File: src/rtl/pwm_timer.sv
// pwm_timer: memory-mapped PWM peripheral with prescaler, period-boundary shadowing of period/duty and a wrap flag.
// Build macro PWM_TIMER_IRQ_EN adds STATUS.wrapFlag, CTRL.irqEn and the irq output; without it irq is tied low.
module pwm_timer #(
    parameter int CNT_WIDTH = 16,
    parameter int PRE_WIDTH = 8
) (
    input  logic        clk,
    input  logic        rst,
    input  logic        sel,
    input  logic [4:0]  dmAddr,
    input  logic [31:0] dmWData,
    input  logic        memWrite,
    output logic [31:0] rData,
    output logic        pwmOut,
    output logic        irq
);

    localparam logic [2:0] A_CTRL   = 3'd0;
    localparam logic [2:0] A_PERIOD = 3'd1;
    localparam logic [2:0] A_DUTY   = 3'd2;
    localparam logic [2:0] A_COUNT  = 3'd3;
    localparam logic [2:0] A_PRESC  = 3'd4;
    localparam logic [2:0] A_STATUS = 3'd5;

    logic [2:0]           addr_idx;
    logic                 we;
    logic                 wr_ctrl;
    logic                 wr_period;
    logic                 wr_duty;
    logic                 wr_presc;

    logic                 en_q, en_d;
    logic                 inv_q, inv_d;
    logic [CNT_WIDTH-1:0] period_pend_q, period_pend_d;
    logic [CNT_WIDTH-1:0] duty_pend_q, duty_pend_d;
    logic [CNT_WIDTH-1:0] period_act_q, period_act_d;
    logic [CNT_WIDTH-1:0] duty_act_q, duty_act_d;
    logic [CNT_WIDTH-1:0] count_q, count_d;
    logic [PRE_WIDTH-1:0] presc_q, presc_d;
    logic [PRE_WIDTH-1:0] pre_q, pre_d;
    logic                 pwm_q, pwm_d;

    logic                 tick;
    logic                 wrap;
    logic                 irq_en_rd;
    logic                 wrap_flag_rd;

    // Only word-aligned offsets are decoded; the low address bits and unused data bits are don't-care.
    logic                 unused_bits;
    assign unused_bits = ^{dmAddr[1:0], dmWData};

    always_comb begin
        addr_idx  = dmAddr[4:2];
        we        = sel && memWrite;
        wr_ctrl   = we && (addr_idx == A_CTRL);
        wr_period = we && (addr_idx == A_PERIOD);
        wr_duty   = we && (addr_idx == A_DUTY);
        wr_presc  = we && (addr_idx == A_PRESC);
    end

    always_comb begin
        en_d          = en_q;
        inv_d         = inv_q;
        period_pend_d = period_pend_q;
        duty_pend_d   = duty_pend_q;
        presc_d       = presc_q;
        if (wr_ctrl) begin
            en_d  = dmWData[0];
            inv_d = dmWData[1];
        end
        if (wr_period) begin
            period_pend_d = dmWData[CNT_WIDTH-1:0];
        end
        if (wr_duty) begin
            duty_pend_d = dmWData[CNT_WIDTH-1:0];
        end
        if (wr_presc) begin
            presc_d = dmWData[PRE_WIDTH-1:0];
        end
    end

    // Using >= keeps the prescaler from running past a PRESC that was lowered mid-count.
    always_comb begin
        tick         = en_q && (pre_q >= presc_q);
        wrap         = tick && (count_q == period_act_q);
        pre_d        = pre_q;
        count_d      = count_q;
        period_act_d = period_act_q;
        duty_act_d   = duty_act_q;
        if (!en_q) begin
            // Disabled: timebase parked at 0, so the 0->1 enable write starts from a clean period.
            pre_d        = '0;
            count_d      = '0;
            period_act_d = period_pend_q;
            duty_act_d   = duty_pend_q;
        end else begin
            if (tick) begin
                pre_d = '0;
            end else begin
                pre_d = pre_q + PRE_WIDTH'(1);
            end
            if (wrap) begin
                count_d      = '0;
                period_act_d = period_pend_q;
                duty_act_d   = duty_pend_q;
            end else if (tick) begin
                count_d = count_q + CNT_WIDTH'(1);
            end
        end
    end

    always_comb begin
        pwm_d = (en_q && (count_q < duty_act_q)) ^ inv_q;
    end

    always_ff @(posedge clk or negedge rst) begin
        if (!rst) begin
            en_q          <= 1'b0;
            inv_q         <= 1'b0;
            period_pend_q <= '0;
            duty_pend_q   <= '0;
            period_act_q  <= '0;
            duty_act_q    <= '0;
            count_q       <= '0;
            presc_q       <= '0;
            pre_q         <= '0;
            pwm_q         <= 1'b0;
        end else begin
            en_q          <= en_d;
            inv_q         <= inv_d;
            period_pend_q <= period_pend_d;
            duty_pend_q   <= duty_pend_d;
            period_act_q  <= period_act_d;
            duty_act_q    <= duty_act_d;
            count_q       <= count_d;
            presc_q       <= presc_d;
            pre_q         <= pre_d;
            pwm_q         <= pwm_d;
        end
    end

    assign pwmOut = pwm_q;

`ifdef PWM_TIMER_IRQ_EN
    logic wr_status;
    logic irq_en_q, irq_en_d;
    logic wrap_flag_q, wrap_flag_d;
    logic irq_q, irq_d;

    // A wrap in the same cycle as a W1C keeps the flag set.
    always_comb begin
        wr_status   = we && (addr_idx == A_STATUS);
        irq_en_d    = irq_en_q;
        wrap_flag_d = wrap_flag_q;
        if (wr_ctrl) begin
            irq_en_d = dmWData[2];
        end
        if (wrap) begin
            wrap_flag_d = 1'b1;
        end else if (wr_status && dmWData[0]) begin
            wrap_flag_d = 1'b0;
        end
        irq_d = wrap_flag_q && irq_en_q;
    end

    always_ff @(posedge clk or negedge rst) begin
        if (!rst) begin
            irq_en_q    <= 1'b0;
            wrap_flag_q <= 1'b0;
            irq_q       <= 1'b0;
        end else begin
            irq_en_q    <= irq_en_d;
            wrap_flag_q <= wrap_flag_d;
            irq_q       <= irq_d;
        end
    end

    assign irq          = irq_q;
    assign irq_en_rd    = irq_en_q;
    assign wrap_flag_rd = wrap_flag_q;
`else
    assign irq          = 1'b0;
    assign irq_en_rd    = 1'b0;
    assign wrap_flag_rd = 1'b0;
`endif

    always_comb begin
        rData = '0;
        if (sel) begin
            case (addr_idx)
                A_CTRL:   rData[2:0]           = {irq_en_rd, inv_q, en_q};
                A_PERIOD: rData[CNT_WIDTH-1:0] = period_pend_q;
                A_DUTY:   rData[CNT_WIDTH-1:0] = duty_pend_q;
                A_COUNT:  rData[CNT_WIDTH-1:0] = count_q;
                A_PRESC:  rData[PRE_WIDTH-1:0] = presc_q;
                A_STATUS: rData[0]             = wrap_flag_rd;
                default:  rData                = '0;
            endcase
        end
    end

endmodule

File: config.mk
export PLATFORM = sky130hd
export DESIGN_NAME = pwm_timer
export DESIGN_NICKNAME = d
export VERILOG_FILES = /design/src/rtl/pwm_timer.sv
export SDC_FILE = /design/constraint.sdc
export NUM_CORES = 1
export LEC_CHECK = 0
export CAP_MARGIN = 40
export CORE_UTILIZATION = 40
export DETAILED_ROUTE_END_ITERATION = 8
export PLACE_DENSITY = 0.58
export SLEW_MARGIN = 20
export SYNTH_ARGS = -nofsm -noshare
export SYNTH_HDL_FRONTEND = slang
export SYNTH_SLANG_ARGS = --single-unit
File: constraint.sdc
create_clock -name clk -period 3.8 [get_ports clk]
set_clock_uncertainty 0.2 [all_clocks]
set_input_delay 0.57 -clock clk [delete_from_list [all_inputs] [get_ports clk]]
set_output_delay 0.57 -clock clk [all_outputs]
set_load 0.01 [all_outputs]
# Word level (Yosys, flattened, before mapping)
# Cells that the tools add are included.
# Widths: inputs -> output; s select.
[word_totals]
ff_bits = 99
inputBits = 41
elab_cells = 45
[classes]
addsub = 2
magnitude_cmp = 2
n_eq_ne = 7
n_mux = 14
n_bitwise = 1
n_reduce_logical = 9
[ops]
columns = ["op", "count"]
rows = [
  ["$mux 16", 8],
  ["$pmux 8 s3", 1],
  ["$pmux 5 s4", 1],
  ["$add 16x1->16 const B", 1],
  ["$eq 16x16->1", 1],
  ["$lt 16x16->1", 1],
  ["$mux 8", 2],
  ["$pmux 2 s5", 1],
  ["$add 8x1->8 const B", 1],
  ["$ge 8x8->1", 1],
  ["$logic_and 1x1->1", 8],
  ["$eq 3x2->1 const B", 2],
  ["$pmux 1 s5", 1],
  ["$eq 3x1->1 const B", 1],
  ["$eq 3x3->1 const B", 1],
  ["$logic_not 3->1", 1],
  ["$ne 3x1->1 const B", 1],
  ["$ne 2x1->1 const B", 1],
  ["$xor 1x1->1", 1],
]

# Logic depth before layout (Yosys ltp)
# Gate-level depths: netlist of run 1.
[logic_depth]
depth_word = 5
ltp_mapped = 8

# Worst setup path before layout of run 1
# No wires, ideal clock.
[synth_timing]
path_kind = "input to output"
start = "input port dmAddr[3]"
end = "output port rData[10]"
arrival_ns = 1.827
required_time_ns = 3.030
setup_slack_ns = 1.203
stages = 5
n_path_buf = 2
cell_sequence = "clkbuf_1 -> clkbuf_1 -> mux2_2 -> a22oi_1 -> nor2_1"
[synth_via]
elab_chain_len = 3
elab_cells_between_ends = 5
cone_classes = "3 x eq/ne; 2 x mux"
[synth_lines]
columns = ["element", "line", "source"]
rows = [
  ["start: declaration", "10", "input logic [4:0] dmAddr,"],
  ["$eq 3x2->1 / $eq 3x1->1 (equally long branches)", "190", "case (addr_idx)"],
  ["$pmux 8 s3 (*)", "190", ""],
  ["$mux 16 (*)", "189", "if (sel) begin"],
  ["end: declaration", "13", "output logic [31:0] rData,"],
]
# Mark *: on every way between the ends. The rest lies on a longest branch, timed or not.

# Final worst setup path of run 1
[layout_timing]
start = "input port dmAddr[3]"
end = "output port rData[7]"
[layout_via]
elab_chain_len = 3
elab_cells_between_ends = 6
cone_classes = "4 x eq/ne; 2 x mux"
[layout_lines]
columns = ["element", "line"]
rows = [
  ["$eq 3x3->1, or another cell as far along", "190"],
  ["$pmux 5 s4 (*)", "190"],
  ["$mux 16 (*)", "189"],
]
# Marks and branches as above.

==> reports/metrics.csv, run 1 <==
metric;value;unit
status;completed;
Total Wirelength;12200;um
core area;13300;um^2
register area;2480;um^2
largest net degree at the start of global routing;40;
width of the die;119;um
number of diodes;0;
fill count;1232;
clk slew on worst S/H paths;0.07;ns
post-synthesis xor/xnor area fraction;0.0351;
RSZ-0062 raised after global routing;no;
global-route wire length before repair;20500;um
launch point of the worst path;dmAddr[3];
FF-to-FF Start;presc_q[5];
final setup vio count;0;
main area contributors after synthesis;dfrtp_1 (45%), mux2_2 (18%), ha_1 (5.7%);
Synth warnings;0;
Netlist cell types;45;
share of layout cells above drive strength 1;0.234;
Num CTS Buffers;9;
Achievable Freq;0.293;GHz
Crit path arrival time;2.64;ns
CTS tree;yes;
clk sinks;99;
Rows;42;
synth cell count leaders;dfrtp_1 (99), mux2_2 (87), inv_1 (27), o21ai_0 (27), ha_1 (25);
Final Hold Viols;0;
final period utilization;0.899;
TNS Setup;0;ns
Slew headroom;0.479;
total number of vias;3811;
wire per inst;17.1;um
Post-Syn Area per Cell;11.3;um^2
DRT Pass-1 Iters;4;
Pleak;2.93;nW
vias in the first global route;3939;
Synth top area share;0.452;
WS Path Type;in2out;
Die H;119;um
register area share after synthesis;0.452;
FF-to-FF setup slack;0.62;ns
max-slew violation count;0;
Post-route DRC;0;
HP Class;reg2reg;
type of origin of the critical path;input port;
pwr dens;571;nW/um^2
number of synthesized flops with an enable pin;0;
Post-Syn Instances;487;
PnR worst setup slack;0.385;ns
largest family of logic cells by synthesized area;multiplexers;
H-Tree Level Count;3;
Worst Path Required;3.03;ns
cell accounting for the most synthesized area;dfrtp_1;
Starting Density;0.413;
Root Driver;clkbuf_16;
CP Capture Point;rData[7];
total global-route track usage;0.187;
Die ar.;14200;um^2
gr ovfl total;0;
Multi-input gate area;2760;um^2
mux cell area share after synthesis;0.190;
HPWL after DPL;9000;um
number of routed nets with antenna violations;0;
Synth Area in Simple Gates;0.113;
worst skew pair latency;0.35;ns
routability congestion estimate;0.745;
Seq cells post-synth;99;
synthesis-to-layout area growth;17.2;%
Clock Path Buffers;2;
minimum clock period;3.41;ns
worst r2r path cells;8;
most numerous cell in the Yosys netlist;dfrtp_1;
async set-reset flop share out of synthesis;1.00;
Crit Reg-Reg Endpoint;period_act_q[14];
Synth Area in Compound Gates;0.0935;
post-cts sizing count;0;
Setup crit end kind;output port;
dpl ws;0.375;ns
I/O Buffers;39;
VDD IR max;0.000347;V
main flop type after synthesis;dfrtp_1;
Post CTS Setup Buffer Count;0;
Synth Cell Area;5490;um^2
Tightest Pin Transition;0.762;ns
Initial DRC Count;172;
vias per cell;5.33;
CP Max Fanout;14;
initial antenna violation count;0;
Nets;600;
IO Pins;75;
max_cap viols;0;
area share of fa/ha/maj cells after synthesis;0.0570;
## registers in the layout (all words and copies together), names as in the netlist
| signal | count |
|---|---|
| count_q | 16 |
| duty_act_q | 16 |
| duty_pend_q | 16 |
| en_q | 1 |
| inv_q | 1 |
| period_act_q | 16 |
| period_pend_q | 16 |
| pre_q | 8 |
| presc_q | 8 |
| pwmOut | 1 |
## report_power, final
group / switching [mW] / total [mW] / internal (mW)
combinational: 0.512 / 1.08 / 0.570
sequential: 0.234 / 1.58 / 1.35
clock: 0.417 / 1.00 / 0.587
total: 1.16 / 3.67 / 2.51
## worst max-delay path: stages
cell and delay [ns]:
clkdlybuf4s50_1 0.53, buf_4 0.29, mux2_2 0.37, a22oi_1 0.16
o21ai_0 0.09, and2_1 0.15, clkdlybuf4s50_1 0.48
## worst min path at each step
stage | start | to | cells after the start
floorplan | rst | count_q[0] | 0
global placement | duty_act_q[4] | duty_act_q[4] | 1
detailed placement | duty_act_q[15] | duty_act_q[15] | 1
CTS | duty_act_q[2] | duty_act_q[2] | 1
global route | duty_act_q[3] | duty_act_q[3] | 1
finish | duty_act_q[2] | duty_act_q[2] | 1
## cells in the final DEF (no fill, tap or decap), types with 8 or more instances in the layout
cell             netlist  layout
ha_1                  25      25
buf_4                 17      16
a21o_1                13      13
o21ai_0               27      27
nand2_1                9       9
nor2_1                23      23
nand3_1               16      16
dfrtp_1               99      99
clkbuf_16              0       9
a22oi_1               14      14
xnor2_1               17      17
clkdlybuf4s50_1        0      38
nor4b_1               10      10
nand4_1                8       8
conb_1                 1      17
and3_1                10      10
inv_1                 27      27
and2_1                 9       9
mux2_2                87      87
## metrics by stage
step           utilization  power [mW]  cells  instance area (um^2)  hold slack [ns]
6_report             0.484        3.67    715                  6430            0.306
5_1_grt              0.484        3.90    715                  6430            0.329
4_1_cts              0.484        3.71    715                  6430            0.312
3_5_place_dp         0.458        2.69    698                  6090            0.294
3_3_place_gp         0.457        2.65    697                  6070            0.282
2_1_floorplan            -        2.35    503                  5550           0.0744
## layout make-up
class / instances / share of cell area
flip-flops and latches: 99 / 0.385
clock buffers: 10 / 0.0356
clock inverters: 6 / 0.0150
multi-input cells: 340 / 0.428
well taps: 176 / 0.0342
repair buffers: 57 / 0.0856
inverters: 27 / 0.0158
## timing repair
| action | in CTS | in global routing |
|---|---|---|
| setup endpoints to repair | 0 | 0 |
| hold endpoints to repair | 27 | 0 |
| hold buffers | 1 | 0 |
## cell families (layout without fill, tap and decap cells)
group                      after synthesis  in the layout
and+or+nand+nor                        108            108
muxes                                   93             93
AOI/OAI and AO/OA                       75             75
adders and majority gates               25             25
DFF                                     99             99
other                                    1             17
buffers and inverters                   64            100
xor gates and xnor gates                22             22
## routing by layer
metal,vias to the layer above,share of wire,track usage,routed length (um)
met5,-,0,0,0
met3,15,0.027,0.0350,325
met2,52,0.49,0.315,6000
li1,1810,-,-,-
met1,1934,0.46,0.239,5650
met4,0,0.021,0.0665,253
Note: power is estimated with default switching activity, not from simulation.
==> run 2: changes to the inputs <==
- CORE_UTILIZATION: 40 -> 48
- PLACE_DENSITY: 0.58 -> 0.68
==> reports/metrics.csv, run 2 (synthesis gave the netlist of run 1 again) <==
metric;value;unit;change
status;completed;;
vias per cell;5.74;;+7.7%
Die ar.;11900;um^2;-16%
FF-to-FF setup slack;0.54;ns;-0.08 ns
total global-route track usage;0.225;;+0.0379
core area;11000;um^2;-17%
Final Instance Area;6320;um^2;-1.7%
CP Buf/Inv Count;3;;unchanged
share of layout cells above drive strength 1;0.229;;-0.00429
HPWL after DPL;8780;um;-2.4%
H-Tree Level Count;3;;unchanged
Initial DRC Count;214;;+24%
synthesis-to-layout area growth;15.2;%;
minimum clock period;3.43;ns;+0.0178 ns
Tightest Pin Transition;0.795;ns;+0.0336 ns
fill count;920;;-25%
Clock Path Buffers;2;;unchanged
RSZ-0062 raised after global routing;no;;
routability congestion estimate;0.823;;+10%
Final Hold Viols;0;;unchanged
FF-to-FF Start;presc_q[5];;
HP Class;reg2reg;;
largest net degree at the start of global routing;55;;+38%
Starting Density;0.500;;+0.0869
worst skew pair latency;0.36;ns;about the same
IO Pins;75;;unchanged
Hold EP;duty_act_q[4];;
Crit path arrival time;2.66;ns;+0.02 ns
final setup vio count;0;;unchanged
final period utilization;0.903;;+0.00468
CP Cell Sequence;clkdlybuf4s50_1 > nor2b_1 > buf_4 > a22oi_1 > nor2_1 > clkdlybuf4s50_1;;
Achievable Freq;0.291;GHz;-0.52%
width of the die;109;um;-8.6%
hold path start;duty_act_q[4];;
Setup crit end kind;output port;;
vias in the first global route;3921;;-0.46%
Post CTS Setup Buffer Count;0;;unchanged
Root Driver;clkbuf_16;;
Total Wirelength;12100;um;-1.1%
dpl cell area;6040;um^2;-0.86%
max-slew violation count;0;;unchanged
VDD IR max;0.000404;V;+17%
Num CTS Buffers;9;;unchanged
Nets;598;;-0.33%
max_cap viols;0;;unchanged
CTS tree;yes;;
CP max stage delay;0.56;ns;+0.03 ns
I/O Buffers;39;;unchanged
type of origin of the critical path;input port;;
total number of vias;3879;;+1.8%
gr ovfl total;0;;unchanged
initial antenna violation count;0;;unchanged
worst r2r path cells;8;;unchanged
Crit Reg-Reg Endpoint;period_act_q[0];;
clk slew on worst S/H paths;0.06;ns;about the same
TNS Setup;0;ns;unchanged
Die H;109;um;-8.6%
Crit path max-delay family;buffers and inverters;;
Worst Path Required;3.03;ns;about the same
slowest CP cell;clkdlybuf4s50_1;;
most frequent CP cell;clkdlybuf4s50_1;;
wire per inst;17.9;um;+4.6%
DRT Pass-1 Iters;4;;unchanged
global-route wire length before repair;19900;um;-3.2%
WS Path Type;in2out;;
number of diodes;0;;unchanged
most common cell after layout, fill and taps aside;dfrtp_1;;
Slew headroom;0.456;;-0.0230
CP Max Fanout;8;;-6
number of routed nets with antenna violations;0;;unchanged
Rows;38;;-9.5%
Pleak;2.89;nW;-1.3%
Post-route DRC;0;;unchanged
Hold Crit Depth;1;;unchanged
most frequent cells in the layout;dfrtp_1 (99), mux2_2 (87), clkdlybuf4s50_1 (38);;
clk sinks;99;;unchanged
pwr dens;556;nW/um^2;-2.7%
==> run 2: final cells by class <==
class	count	area, um^2	share of cell area
timing repair buffer	55	543	0.0859
sequential	99	2480	0.392
multi-input combinational	340	2760	0.436
clock inverter	4	27.5	0.00435
inverter	27	101	0.0160
tap	140	175	0.0277
clock buffer	11	243	0.0384
==> run 2: power by group <==
part | switching, mW | total (mW) | internal [mW]
clock network | 0.391 | 0.848 | 0.457
registers | 0.227 | 1.58 | 1.35
logic | 0.517 | 1.09 | 0.569
total | 1.13 | 3.51 | 2.38
==> run 2: how the worst max path moves through the flow <==
stage / depth (start not counted) / endpoint / startpoint
final: 6 / rData[8] / dmAddr[3]
after global routing: 6 / rData[7] / dmAddr[3]
after detailed placement: 7 / rData[7] / dmAddr[3]
after floorplan: 5 / rData[10] / dmAddr[3]
after global placement: 7 / rData[7] / dmAddr[3]
after CTS: 7 / rData[7] / dmAddr[3]
==> run 2: per-layer routing <==
| layer | global-route usage | part of all wire | vias up | routed length [um] |
|---|---|---|---|---|
| met3 | 0.0442 | 0.049 | 23 | 588 |
| met1 | 0.284 | 0.43 | 1949 | 5200 |
| met4 | 0.114 | 0.028 | 0 | 333 |
| met5 | 0 | 0 | - | 0 |
| met2 | 0.367 | 0.49 | 94 | 5970 |
| li1 | - | - | 1813 | - |
==> run 2: per-stage QoR <==
step | setup slack, ns | hold WS [ns] | util | total power, mW | std cells
2_1_floorplan | 1.20 | 0.0744 | - | 2.35 | 503
3_3_place_gp | 0.367 | 0.286 | 0.548 | 2.63 | 659
3_5_place_dp | 0.373 | 0.280 | 0.550 | 2.69 | 660
4_1_cts | 0.368 | 0.307 | 0.576 | 3.55 | 676
5_1_grt | 0.196 | 0.321 | 0.576 | 3.73 | 676
6_report | 0.367 | 0.302 | 0.576 | 3.51 | 676
==> run 2: repair_timing <==
| action | CTS | global route |
|---|---|---|
| endpoints found under the hold margin | 17 | 0 |
| hold buffers | 1 | 0 |
| resized for setup | 0 | 0 |
